===== config.mk =====
export PLATFORM = sky130hd
export DESIGN_NAME = ss2_uart_rx
export DESIGN_NICKNAME = d
export VERILOG_FILES = /design/src/rtl/ss2_uart_rx.sv
export SDC_FILE = /design/constraint.sdc
export NUM_CORES = 1
export LEC_CHECK = 0
export ABC_AREA = 1
export CAP_MARGIN = 20
export CELL_PAD_IN_SITES_DETAIL_PLACEMENT = 2
export CELL_PAD_IN_SITES_GLOBAL_PLACEMENT = 2
export CORE_MARGIN = 2
export CORE_UTILIZATION = 34
export DETAILED_ROUTE_END_ITERATION = 8
export GPL_TIMING_DRIVEN = 0
export PLACE_DENSITY = 0.75
export SYNTH_ARGS = -nofsm -noshare
export SYNTH_HDL_FRONTEND = slang
export SYNTH_SLANG_ARGS = --single-unit

===== constraint.sdc =====
create_clock -name clk -period 2.15 [get_ports clk]
set_clock_uncertainty 0.2 [all_clocks]
set_input_delay 0.43 -clock clk [delete_from_list [all_inputs] [get_ports clk]]
set_output_delay 0.43 -clock clk [all_outputs]
set_load 0.1 [all_outputs]

===== src/rtl/ss2_uart_rx.sv =====
// UART receiver: 2-flop synchronized line, centre-sampled frames, one-byte holding register with overrun flag.
// Optional build macro SS2_UART_RX_MAJORITY_EN makes every bit decision a 2-of-3 vote over the last three rxd_s values.
module ss2_uart_rx #(
  parameter int pBIT_RATE  = 32,
  parameter int pDATA_BITS = 8
) (
  input  logic                  clk,
  input  logic                  resetn,
  input  logic                  rxd,
  output logic [pDATA_BITS-1:0] data,
  output logic                  data_valid,
  input  logic                  data_ready,
  output logic                  frame_error,
  output logic                  overrun,
  input  logic                  overrun_clear,
  output logic                  busy
);

  localparam int CW = $clog2(pBIT_RATE);
  localparam int IW = $clog2(pDATA_BITS);
  localparam logic [CW-1:0] HALF_LAST = CW'(pBIT_RATE / 2 - 1);
  localparam logic [CW-1:0] FULL_LAST = CW'(pBIT_RATE - 1);
  localparam logic [IW-1:0] IDX_LAST  = IW'(pDATA_BITS - 1);

  typedef enum logic [2:0] {
    S_IDLE,
    S_START,
    S_DATA,
    S_STOP,
    S_BREAK
  } state_t;

  state_t                  state_q, state_d;
  logic [CW-1:0]           cnt_q, cnt_d;
  logic [IW-1:0]           idx_q, idx_d;
  logic [pDATA_BITS-1:0]   shift_q, shift_d;
  logic [1:0]              sync_q;
  logic [1:0]              flush_q;
  logic                    armed_q;
  logic                    rxd_s;
  logic                    sample;
  logic                    deliver;
  logic                    bad_stop;

  // Synchronizer flops reset to the idle line level so reset never looks like a start bit.
  always_ff @(posedge clk or negedge resetn) begin
    if (!resetn) begin
      sync_q <= 2'b11;
    end else begin
      // NOTE: state registers use non-blocking assignments so every flop samples pre-edge values.
      sync_q <= {sync_q[0], rxd};
    end
  end

  assign rxd_s = sync_q[1];

`ifdef SS2_UART_RX_MAJORITY_EN
  logic [1:0] hist_q;

  always_ff @(posedge clk or negedge resetn) begin
    if (!resetn) begin
      hist_q <= 2'b11;
    end else begin
      hist_q <= {hist_q[0], rxd_s};
    end
  end

  assign sample = (rxd_s & hist_q[0]) | (rxd_s & hist_q[1]) | (hist_q[0] & hist_q[1]);
`else
  assign sample = rxd_s;
`endif

  // After reset the forced-high synchronizer must flush and the real line must be seen high
  // before a low level counts as a start bit; a frame cut by reset is thereby ignored.
  always_ff @(posedge clk or negedge resetn) begin
    if (!resetn) begin
      flush_q <= 2'b00;
      armed_q <= 1'b0;
    end else begin
      flush_q <= {flush_q[0], 1'b1};
      if (flush_q[1] && rxd_s) begin
        armed_q <= 1'b1;
      end
    end
  end

  always_ff @(posedge clk or negedge resetn) begin
    if (!resetn) begin
      state_q <= S_IDLE;
      cnt_q   <= '0;
      idx_q   <= '0;
      shift_q <= '0;
    end else begin
      state_q <= state_d;
      cnt_q   <= cnt_d;
      idx_q   <= idx_d;
      shift_q <= shift_d;
    end
  end

  always_comb begin
    // NOTE: every combinational output gets a default first so no path can infer a latch.
    state_d  = state_q;
    cnt_d    = cnt_q + 1'b1;
    idx_d    = idx_q;
    shift_d  = shift_q;
    deliver  = 1'b0;
    bad_stop = 1'b0;

    unique case (state_q)
      S_IDLE: begin
        cnt_d = '0;
        if (armed_q && !rxd_s) begin
          state_d = S_START;
        end
      end

      S_START: begin
        if (cnt_q == HALF_LAST) begin
          cnt_d   = '0;
          idx_d   = '0;
          state_d = sample ? S_IDLE : S_DATA;
        end
      end

      S_DATA: begin
        if (cnt_q == FULL_LAST) begin
          cnt_d   = '0;
          shift_d = {sample, shift_q[pDATA_BITS-1:1]};
          if (idx_q == IDX_LAST) begin
            state_d = S_STOP;
          end else begin
            idx_d = idx_q + 1'b1;
          end
        end
      end

      S_STOP: begin
        if (cnt_q == FULL_LAST) begin
          cnt_d = '0;
          if (sample) begin
            deliver = 1'b1;
            state_d = S_IDLE;
          end else begin
            bad_stop = 1'b1;
            state_d  = S_BREAK;
          end
        end
      end

      S_BREAK: begin
        cnt_d = '0;
        if (rxd_s) begin
          state_d = S_IDLE;
        end
      end

      default: begin
        cnt_d   = '0;
        state_d = S_IDLE;
      end
    endcase
  end

  assign busy = (state_q != S_IDLE);

  // Holding register: a delivery coinciding with consumption reloads; otherwise a full register drops it.
  always_ff @(posedge clk or negedge resetn) begin
    if (!resetn) begin
      data        <= '0;
      data_valid  <= 1'b0;
      frame_error <= 1'b0;
      overrun     <= 1'b0;
    end else begin
      frame_error <= bad_stop;

      if (deliver && (!data_valid || data_ready)) begin
        data       <= shift_q;
        data_valid <= 1'b1;
      end else if (data_valid && data_ready) begin
        data_valid <= 1'b0;
      end

      if (deliver && data_valid && !data_ready) begin
        overrun <= 1'b1;
      end else if (overrun_clear) begin
        overrun <= 1'b0;
      end
    end
  end

endmodule


==> metrics.log, run 1 <==
[metrics] total clock sinks: 35
[metrics] critical path's largest stage delay: 0.83 ns
[metrics] post-placement setup slack: -0.293 ns
[metrics] unrepaired setup endpoints after global routing: false
[metrics] Yosys top cell area share: 0.521
[metrics] largest net degree at the start of global routing: 36
[metrics] DRT antenna net count: 0
[metrics] family of cells with the greatest summed delay on the critical path: buffers and inverters
[metrics] width of the chip: slightly above 70 um
[metrics] maximum count of clock buffers along a single path: 2
[metrics] cell accounting for the most synthesized area: dfrtp_1
[metrics] Final Slew Violations: 0
[metrics] count of H-tree levels built during CTS: 2
[metrics] number of nets in the finished design: 204
[metrics] leftover overflow at the end of global routing: 0
[metrics] top post-synthesis cells by count: 42 x nand2_1, 33 x dfrtp_1, 23 x inv_1
[metrics] Core Util, Final: 0.431
[metrics] critical path data required time: roughly 1.5 ns
[metrics] placer congestion estimate: around 0.75
[metrics] timing-limited maximum frequency: between 400 and 500 MHz
[metrics] shortest clock period the worst path allows after layout: roughly 2.1 ns
[metrics] Total Wirelength: approximately 3800 um
[metrics] Vias per Instance: 4.82
[metrics] number of buffers and inverters on the critical path: 1
[metrics] Critical Path Start Type: flip-flop
[metrics] via count of the routed design: roughly 1.2k
[metrics] Synth-to-Final Area Change: 19.9%
[metrics] period utilisation layout: 0.978
[metrics] VDD IR-drop max: 0.628 mV
[metrics] number of hold buffers added after CTS: 0
[metrics] floorplan die area: between 0.005 and 0.006 mm^2
[metrics] Worst R2R Path Depth: 8
[metrics] clock insertion delay at the later pin of the skew report: between 0.2 and 0.3 ns
[metrics] most instantiated library cell after synthesis: nand2_1
[metrics] first-pass GRT wire length: 6580 um
[metrics] least setup slack across all paths after layout: ~0.047 ns
[metrics] wire per inst: between 15 and 20 um
[metrics] Crit. End Element: primary output
[metrics] prevailing post-synth register cell: dfrtp_1
[metrics] netlist area before placement: 0.00159 mm^2
[metrics] detailed-routing iteration count for the pre-antenna-repair pass: 4
[metrics] number of nets produced by synthesis: around 180
[metrics] initial antenna violation count: 0
[metrics] Setup Crit Path Kind: flip-flop to primary output
[metrics] boundary pin count: 17
[metrics] register area share after synthesis: 0.554
[metrics] total global-route track usage: 0.165
[metrics] DP Wirelength: approximately 2800 um
[metrics] DRC Markers: 0
[metrics] TritonCTS clock tree: built
[metrics] Worst-Margin Slew: 0.957 ns
[metrics] max-slew headroom at the worst pin: 0.364
[metrics] clock edge transition at the registers on the reported setup and hold paths: 0.07 ns
[metrics] count of buffers inserted at the top-level ports: 16
[metrics] Core Area: between 0.004 and 0.005 mm^2
[metrics] Fill cells: a little under 500
[metrics] power per unit of standard cell area: 950 mW/mm^2
[metrics] antenna diode instance count: 0
[metrics] class of the worst hold path: input pin to asynchronous set/reset pin
[metrics] overall die height: a little over 70 um
[metrics] tightest hold margin: 0.0299 ns
[metrics] Post-Syn Instances: between 150 and 200
[metrics] Worst Path Max Fanout: 2
[metrics] count of different cell masters after synthesis: 25
[metrics] fraction of registers with async set or reset after synthesis: 1.00
[metrics] number of violations of the max-capacitance limit: 0
[metrics] average footprint of a synthesized cell: 9.39 um^2
[metrics] cts bufs inserted: 5
[metrics] Power, Total: ~1800 uW
[metrics] via count of the first global-routing pass: 1337
[metrics] num rows: 24
[metrics] run status: finished, final reports clean
[metrics] highest-delay cell along the critical path: clkdlybuf4s15_1
[metrics] number of stages on the worst setup path: 1
[metrics] Leakage Power: around 0.0009 uW
[metrics] fraction of final layout cells with drive strength greater than 1: 0.166
[metrics] Initial Utilization: 0.359
[metrics] total of warnings raised by yosys: 0
[metrics] Clock Root Buffer: clkbuf_8
[metrics] post-synthesis register bit count: 35
[metrics] chain of cells forming the critical path: clkdlybuf4s15_1
[metrics] Iter 0 DRT Violations: 23
[metrics] data arrival time of the worst path: ~1.5 ns
[metrics] top post-synthesis cells by area: dfrtp_1 52%, nand2_1 9.9%, ha_1 5.5%
[metrics] Hold Violations, Final: 0
[metrics] # setup viols final: 0
[metrics] count of flip-flops with a built-in enable after synthesis: 0
## routing by layer
layer / vias to the layer above / GRT usage / part of all wire
met2: 18 / 0.272 / 0.51
met4: 0 / 0.0671 / 0.018
met3: 9 / 0.0333 / 0.029
li1: 576 / - / -
met1: 579 / 0.211 / 0.45
met5: - / 0 / 0
## cells by family (layout without fill, tap and decap cells)
kind of cell,after synthesis,after routing,share of synthesized area
xor+xnor,2,2,0.0110
flops,35,35,0.554
compound gates,20,20,0.0812
fa+ha+maj,7,7,0.0552
buf+inv,26,50,0.0694
other cells,1,1,0.00236
simple gates,78,78,0.227
## what timing repair did
item                       in CTS  in global routing
buffers inserted                0                  0
resized for setup              17                 19
gates cloned                    0                  0
setup endpoints to repair      13                 32
hold endpoints to repair        0                  0
pin swaps                       0                  1
## power breakdown
part | total, uW | leakage (uW) | internal (uW) | switching (uW)
sequential | 787 | 0.000465 | 719 | 67.7
clock | 458 | 0.0000422 | 227 | 231
combinational | 562 | 0.000410 | 162 | 400
total | 1810 | 0.000917 | 1110 | 699
## placed cells by master (no fill, tap or decap), types with 2 or more instances in the layout
cell type	synthesis	layout
nand2_1	42	42
dfrtp_1	33	33
inv_1	23	21
nor2_1	13	12
o21ai_0	12	11
nand3_1	12	9
clkdlybuf4s15_1	0	9
o21ai_2	7	7
ha_1	7	7
clkbuf_8	0	5
nand3_2	1	4
nand4_1	3	3
clkdlybuf4s50_1	0	3
nor2_4	1	2
inv_2	0	2
buf_2	1	2
clkbuf_1	0	2
dfstp_2	2	2
## cell type report
cell class                 count  area, um^2  share of cell area
clock inverter                 1        5.00             0.00263
tap                           52        65.1              0.0342
buffer                         3        23.8              0.0125
sequential                    35         878               0.462
multi-input combinational    108         621               0.326
clock buffer                   7        76.3              0.0401
timing repair buffer          16         146              0.0770
inverter                      23        86.3              0.0454
## sequential cells by signal, summed over array words and instances (netlist names)
| name | cells |
|---|---|
| data | 8 |
| state_q | 3 |
| sync_q | 2 |
| frame_error | 1 |
| cnt_q | 5 |
| armed_q | 1 |
| idx_q | 3 |
| shift_q | 8 |
| overrun | 1 |
| flush_q | 2 |
| data_valid | 1 |
## worst paths after layout
path                             from          to  slack (ns)
hold reg to reg            flush_q[0]  flush_q[1]        0.15
hold / removal                 resetn     data[3]        0.03
min in group clk           flush_q[0]  flush_q[1]        0.15
setup reg to reg             cnt_q[0]  shift_q[5]        0.18
setup / recovery              data[5]     data[5]        0.05
max in group asynchronous      resetn     data[5]        1.20
## through the flow
step / setup TNS [ns] / instances / area, um^2
5_1_grt: 0 / 245 / 1900
3_3_place_gp: -9.98 / 237 / 1810
4_1_cts: -0.0469 / 245 / 1880
2_1_floorplan: 0 / 169 / 1590
3_5_place_dp: -0.293 / 237 / 1810
6_report: 0 / 245 / 1900
(Power assumes the default switching activity.)
==> run 2: changes to the inputs <==
--- a/config.mk
+++ b/config.mk
@@ -9,11 +9,13 @@
 export CAP_MARGIN = 20
 export CELL_PAD_IN_SITES_DETAIL_PLACEMENT = 2
 export CELL_PAD_IN_SITES_GLOBAL_PLACEMENT = 2
-export CORE_MARGIN = 2
+export CORE_MARGIN = 8
 export CORE_UTILIZATION = 34
+export CTS_CLUSTER_SIZE = 28
 export DETAILED_ROUTE_END_ITERATION = 8
 export GPL_TIMING_DRIVEN = 0
 export PLACE_DENSITY = 0.75
+export SETUP_SLACK_MARGIN = 0.1
 export SYNTH_ARGS = -nofsm -noshare
 export SYNTH_HDL_FRONTEND = slang
 export SYNTH_SLANG_ARGS = --single-unit
==> run 2 against run 1 <==
  * Setup slack better by 0.13 ns
  * Combinational power is 10% higher
  * Clock power is 15% higher
  * Global-route usage is 4.9 points lower
  * Sequential power hardly changed
  * First-iteration DRC count is 65% higher
  * Via count is 2.0% higher
  * Utilization is 0.75 points higher
  * Critical path type unchanged
  * Largest cell class unchanged
==> metrics.log, run 2 (synthesized netlist as in run 1, its figures left out) <==
[metrics] clock edge transition at the registers on the reported setup and hold paths: 0.07 ns (about the same)
[metrics] via count of the first global-routing pass: 1377 (+3.0%)
[metrics] unrepaired setup endpoints after global routing: false
[metrics] class of the worst hold path: input pin to asynchronous set/reset pin
[metrics] detailed-routing iteration count for the pre-antenna-repair pass: 2 (-2)
[metrics] most frequent standard cell in the layout excluding fill and tap cells: nand2_1
[metrics] shortest clock period the worst path allows after layout: 1.97 ns (-0.131 ns)
[metrics] Reg2Reg Setup Slack: 0.24 ns (+0.06 ns)
[metrics] largest net degree at the start of global routing: 36 (unchanged)
[metrics] Vias per Instance: 4.75 (-1.6%)
[metrics] clock insertion delay at the later pin of the skew report: 0.29 ns (about the same)
[metrics] Cells after DPL: 239 (+0.84%)
[metrics] number of violations of the max-capacitance limit: 0 (unchanged)
[metrics] count of buffers inserted at the top-level ports: 16 (unchanged)
[metrics] count of H-tree levels built during CTS: 2 (unchanged)
[metrics] portion of total power attributed to the clock network: 0.272 (+0.018)
[metrics] antenna diode instance count: 0 (unchanged)
[metrics] Core Util, Final: 0.438 (+0.00753)
[metrics] part of the power in combinational logic: 0.321 (+0.010)
[metrics] power per unit of standard cell area: 961 mW/mm^2 (+1.1%)
[metrics] Sum Neg Setup Slack: 0 ns (unchanged)
[metrics] Critical Path Start Type: flip-flop
[metrics] Worst Path Max Fanout: 7 (+5)
[metrics] floorplan die area: 0.00711 mm^2 (+36%)
[metrics] startpoint of the lowest-slack register-to-register path: cnt_q[1]
[metrics] net switching fraction of the power: 0.368 (-0.0181)
[metrics] data arrival time of the worst path: 1.34 ns (-0.13 ns)
[metrics] period utilisation layout: 0.917 (-0.0609)
[metrics] Initial Utilization: 0.345 (-0.0144)
[metrics] post-route standard cell area excluding fillers: 0.00202 mm^2 (+6.0%)
[metrics] Total Wirelength: 3750 um (-0.90%)
[metrics] internal power consumption: 1220 uW (+10%)
[metrics] Synth-to-Final Area Change: 27.1%
[metrics] first-pass GRT wire length: 6590 um (+0.11%)
[metrics] total global-route track usage: 0.116 (-0.0487)
[metrics] max-slew headroom at the worst pin: 0.470 (+0.106)
[metrics] DRT antenna net count: 0 (unchanged)
[metrics] number of hold buffers added after CTS: 0 (unchanged)
[metrics] leftover overflow at the end of global routing: 0 (unchanged)
[metrics] critical path data required time: 1.52 ns (about the same)
[metrics] width of the chip: 84.3 um (+17%)
[metrics] Worst-Margin Slew: 0.795 ns (-0.162 ns)
[metrics] Clock Root Buffer: clkbuf_8
[metrics] Worst R2R Path Depth: 10 (+2)
[metrics] via count of the routed design: 1206 (+2.0%)
[metrics] largest registers: data x8, shift_q x8, cnt_q x5
[metrics] Setup Crit Path Kind: flip-flop to primary output
[metrics] fraction of final layout cells with drive strength greater than 1: 0.260 (+0.0942)
[metrics] boundary pin count: 17 (unchanged)
[metrics] TritonCTS clock tree: built
[metrics] Crit. End Element: primary output
[metrics] initial antenna violation count: 0 (unchanged)
[metrics] sequential power share: 0.407 (-0.028)
[metrics] critical path's largest stage delay: 0.50 ns (-0.33 ns)
[metrics] reg-to-reg critical path endpoint: data[7]
[metrics] num rows: 25 (+4.2%)
[metrics] placer congestion estimate: 0.759 (+1.3%)
[metrics] DP Wirelength: 2780 um (+0.44%)
[metrics] wire per inst: 14.8 um (-4.4%)
[metrics] Final Slew Violations: 0 (unchanged)
[metrics] Leakage Power: 0.000950 uW (+3.6%)
[metrics] cts bufs inserted: 5 (unchanged)
[metrics] Core Area: 0.00460 mm^2 (+4.2%)
[metrics] # setup viols final: 0 (unchanged)
[metrics] highest-delay cell along the critical path: dfrtp_1
[metrics] overall die height: 84.3 um (+17%)
[metrics] number of nets in the finished design: 211 (+3.4%)
[metrics] DRC Markers: 0 (unchanged)
[metrics] net switching power figure: 713 uW (+2.1%)
[metrics] instance area at placement: 0.00181 mm^2 (+0.14%)
[metrics] total clock sinks: 35 (unchanged)
[metrics] chain of cells forming the critical path: nor2_4 > nand2_1 > clkbuf_4
[metrics] VDD IR-drop max: 0.798 mV (+27%)
[metrics] run status: finished, final reports clean
[metrics] most frequent cells in the layout: 42 x nand2_1, 33 x dfrtp_1, 21 x inv_1
[metrics] non-filler instance count after layout: 254 (+3.7%)
[metrics] Hold Violations, Final: 0 (unchanged)
[metrics] Iter 0 DRT Violations: 38 (+65%)
[metrics] timing-limited maximum frequency: 507 MHz (+6.6%)
[metrics] maximum count of clock buffers along a single path: 2 (unchanged)
==> run 2: worst max path at each step <==
stage | end | cells past startpoint | startpoint
CTS | state_q[1] | 11 | cnt_q[0]
global route | busy | 3 | state_q[0]
floorplan | data[7] | 7 | data_valid
detailed placement | busy | 3 | state_q[0]
finish | busy | 3 | state_q[0]
global placement | idx_q[1] | 1 | resetn
==> run 2: repair_timing <==
item                       4_1_cts  5_1_grt
gates resized for setup         38       12
setup buffers                    1        6
setup endpoints to repair       26       26
pin swaps                        1        3
==> run 2: critical path, delay by kind of cell (launching register included) <==
kind	cells	cell delay [ns]
buffers and inverters	1	0.28
flip-flops	1	0.50
AND/OR/NAND/NOR	2	0.27
==> run 2: routing by layer <==
layer  vias up  routed length, um  GRT usage
li1        591                  -          -
met1       589               1680      0.130
met2        17               1870      0.195
met3         9                133     0.0368
met4         0                 65     0.0518
met5         -                  0          0
==> run 2: layout make-up <==
class                           count  area, um^2
Buffer                              3        23.8
Clock buffer                        8         100
Fill cell                         505        2580
Inverter                           23        86.3
Multi-Input combinational cell    108         628
Sequential cell                    35         878
Tap cell                           54        67.6
Timing Repair Buffer               23         231
==> run 2: through the flow <==
| stage | setup WS, ns | hold slack [ns] | total power (uW) |
|---|---|---|---|
| 2_1_floorplan | 0.295 | -0.0656 | 1170 |
| 3_3_place_gp | -0.328 | 0.132 | 1300 |
| 3_5_place_dp | -0.313 | 0.136 | 1340 |
| 4_1_cts | 0.0498 | 0.0482 | 1870 |
| 5_1_grt | 0.112 | 0.0796 | 2070 |
| 6_report | 0.178 | 0.0217 | 1940 |
==> run 2: power by group through the flow <==
stage | sequential [uW] | clock, uW | combinational (uW)
floorplan | 780 | 0 | 394
global placement | 790 | 0 | 509
detailed placement | 801 | 0 | 537
CTS | 789 | 546 | 533
global route | 799 | 571 | 704
finish | 789 | 526 | 621
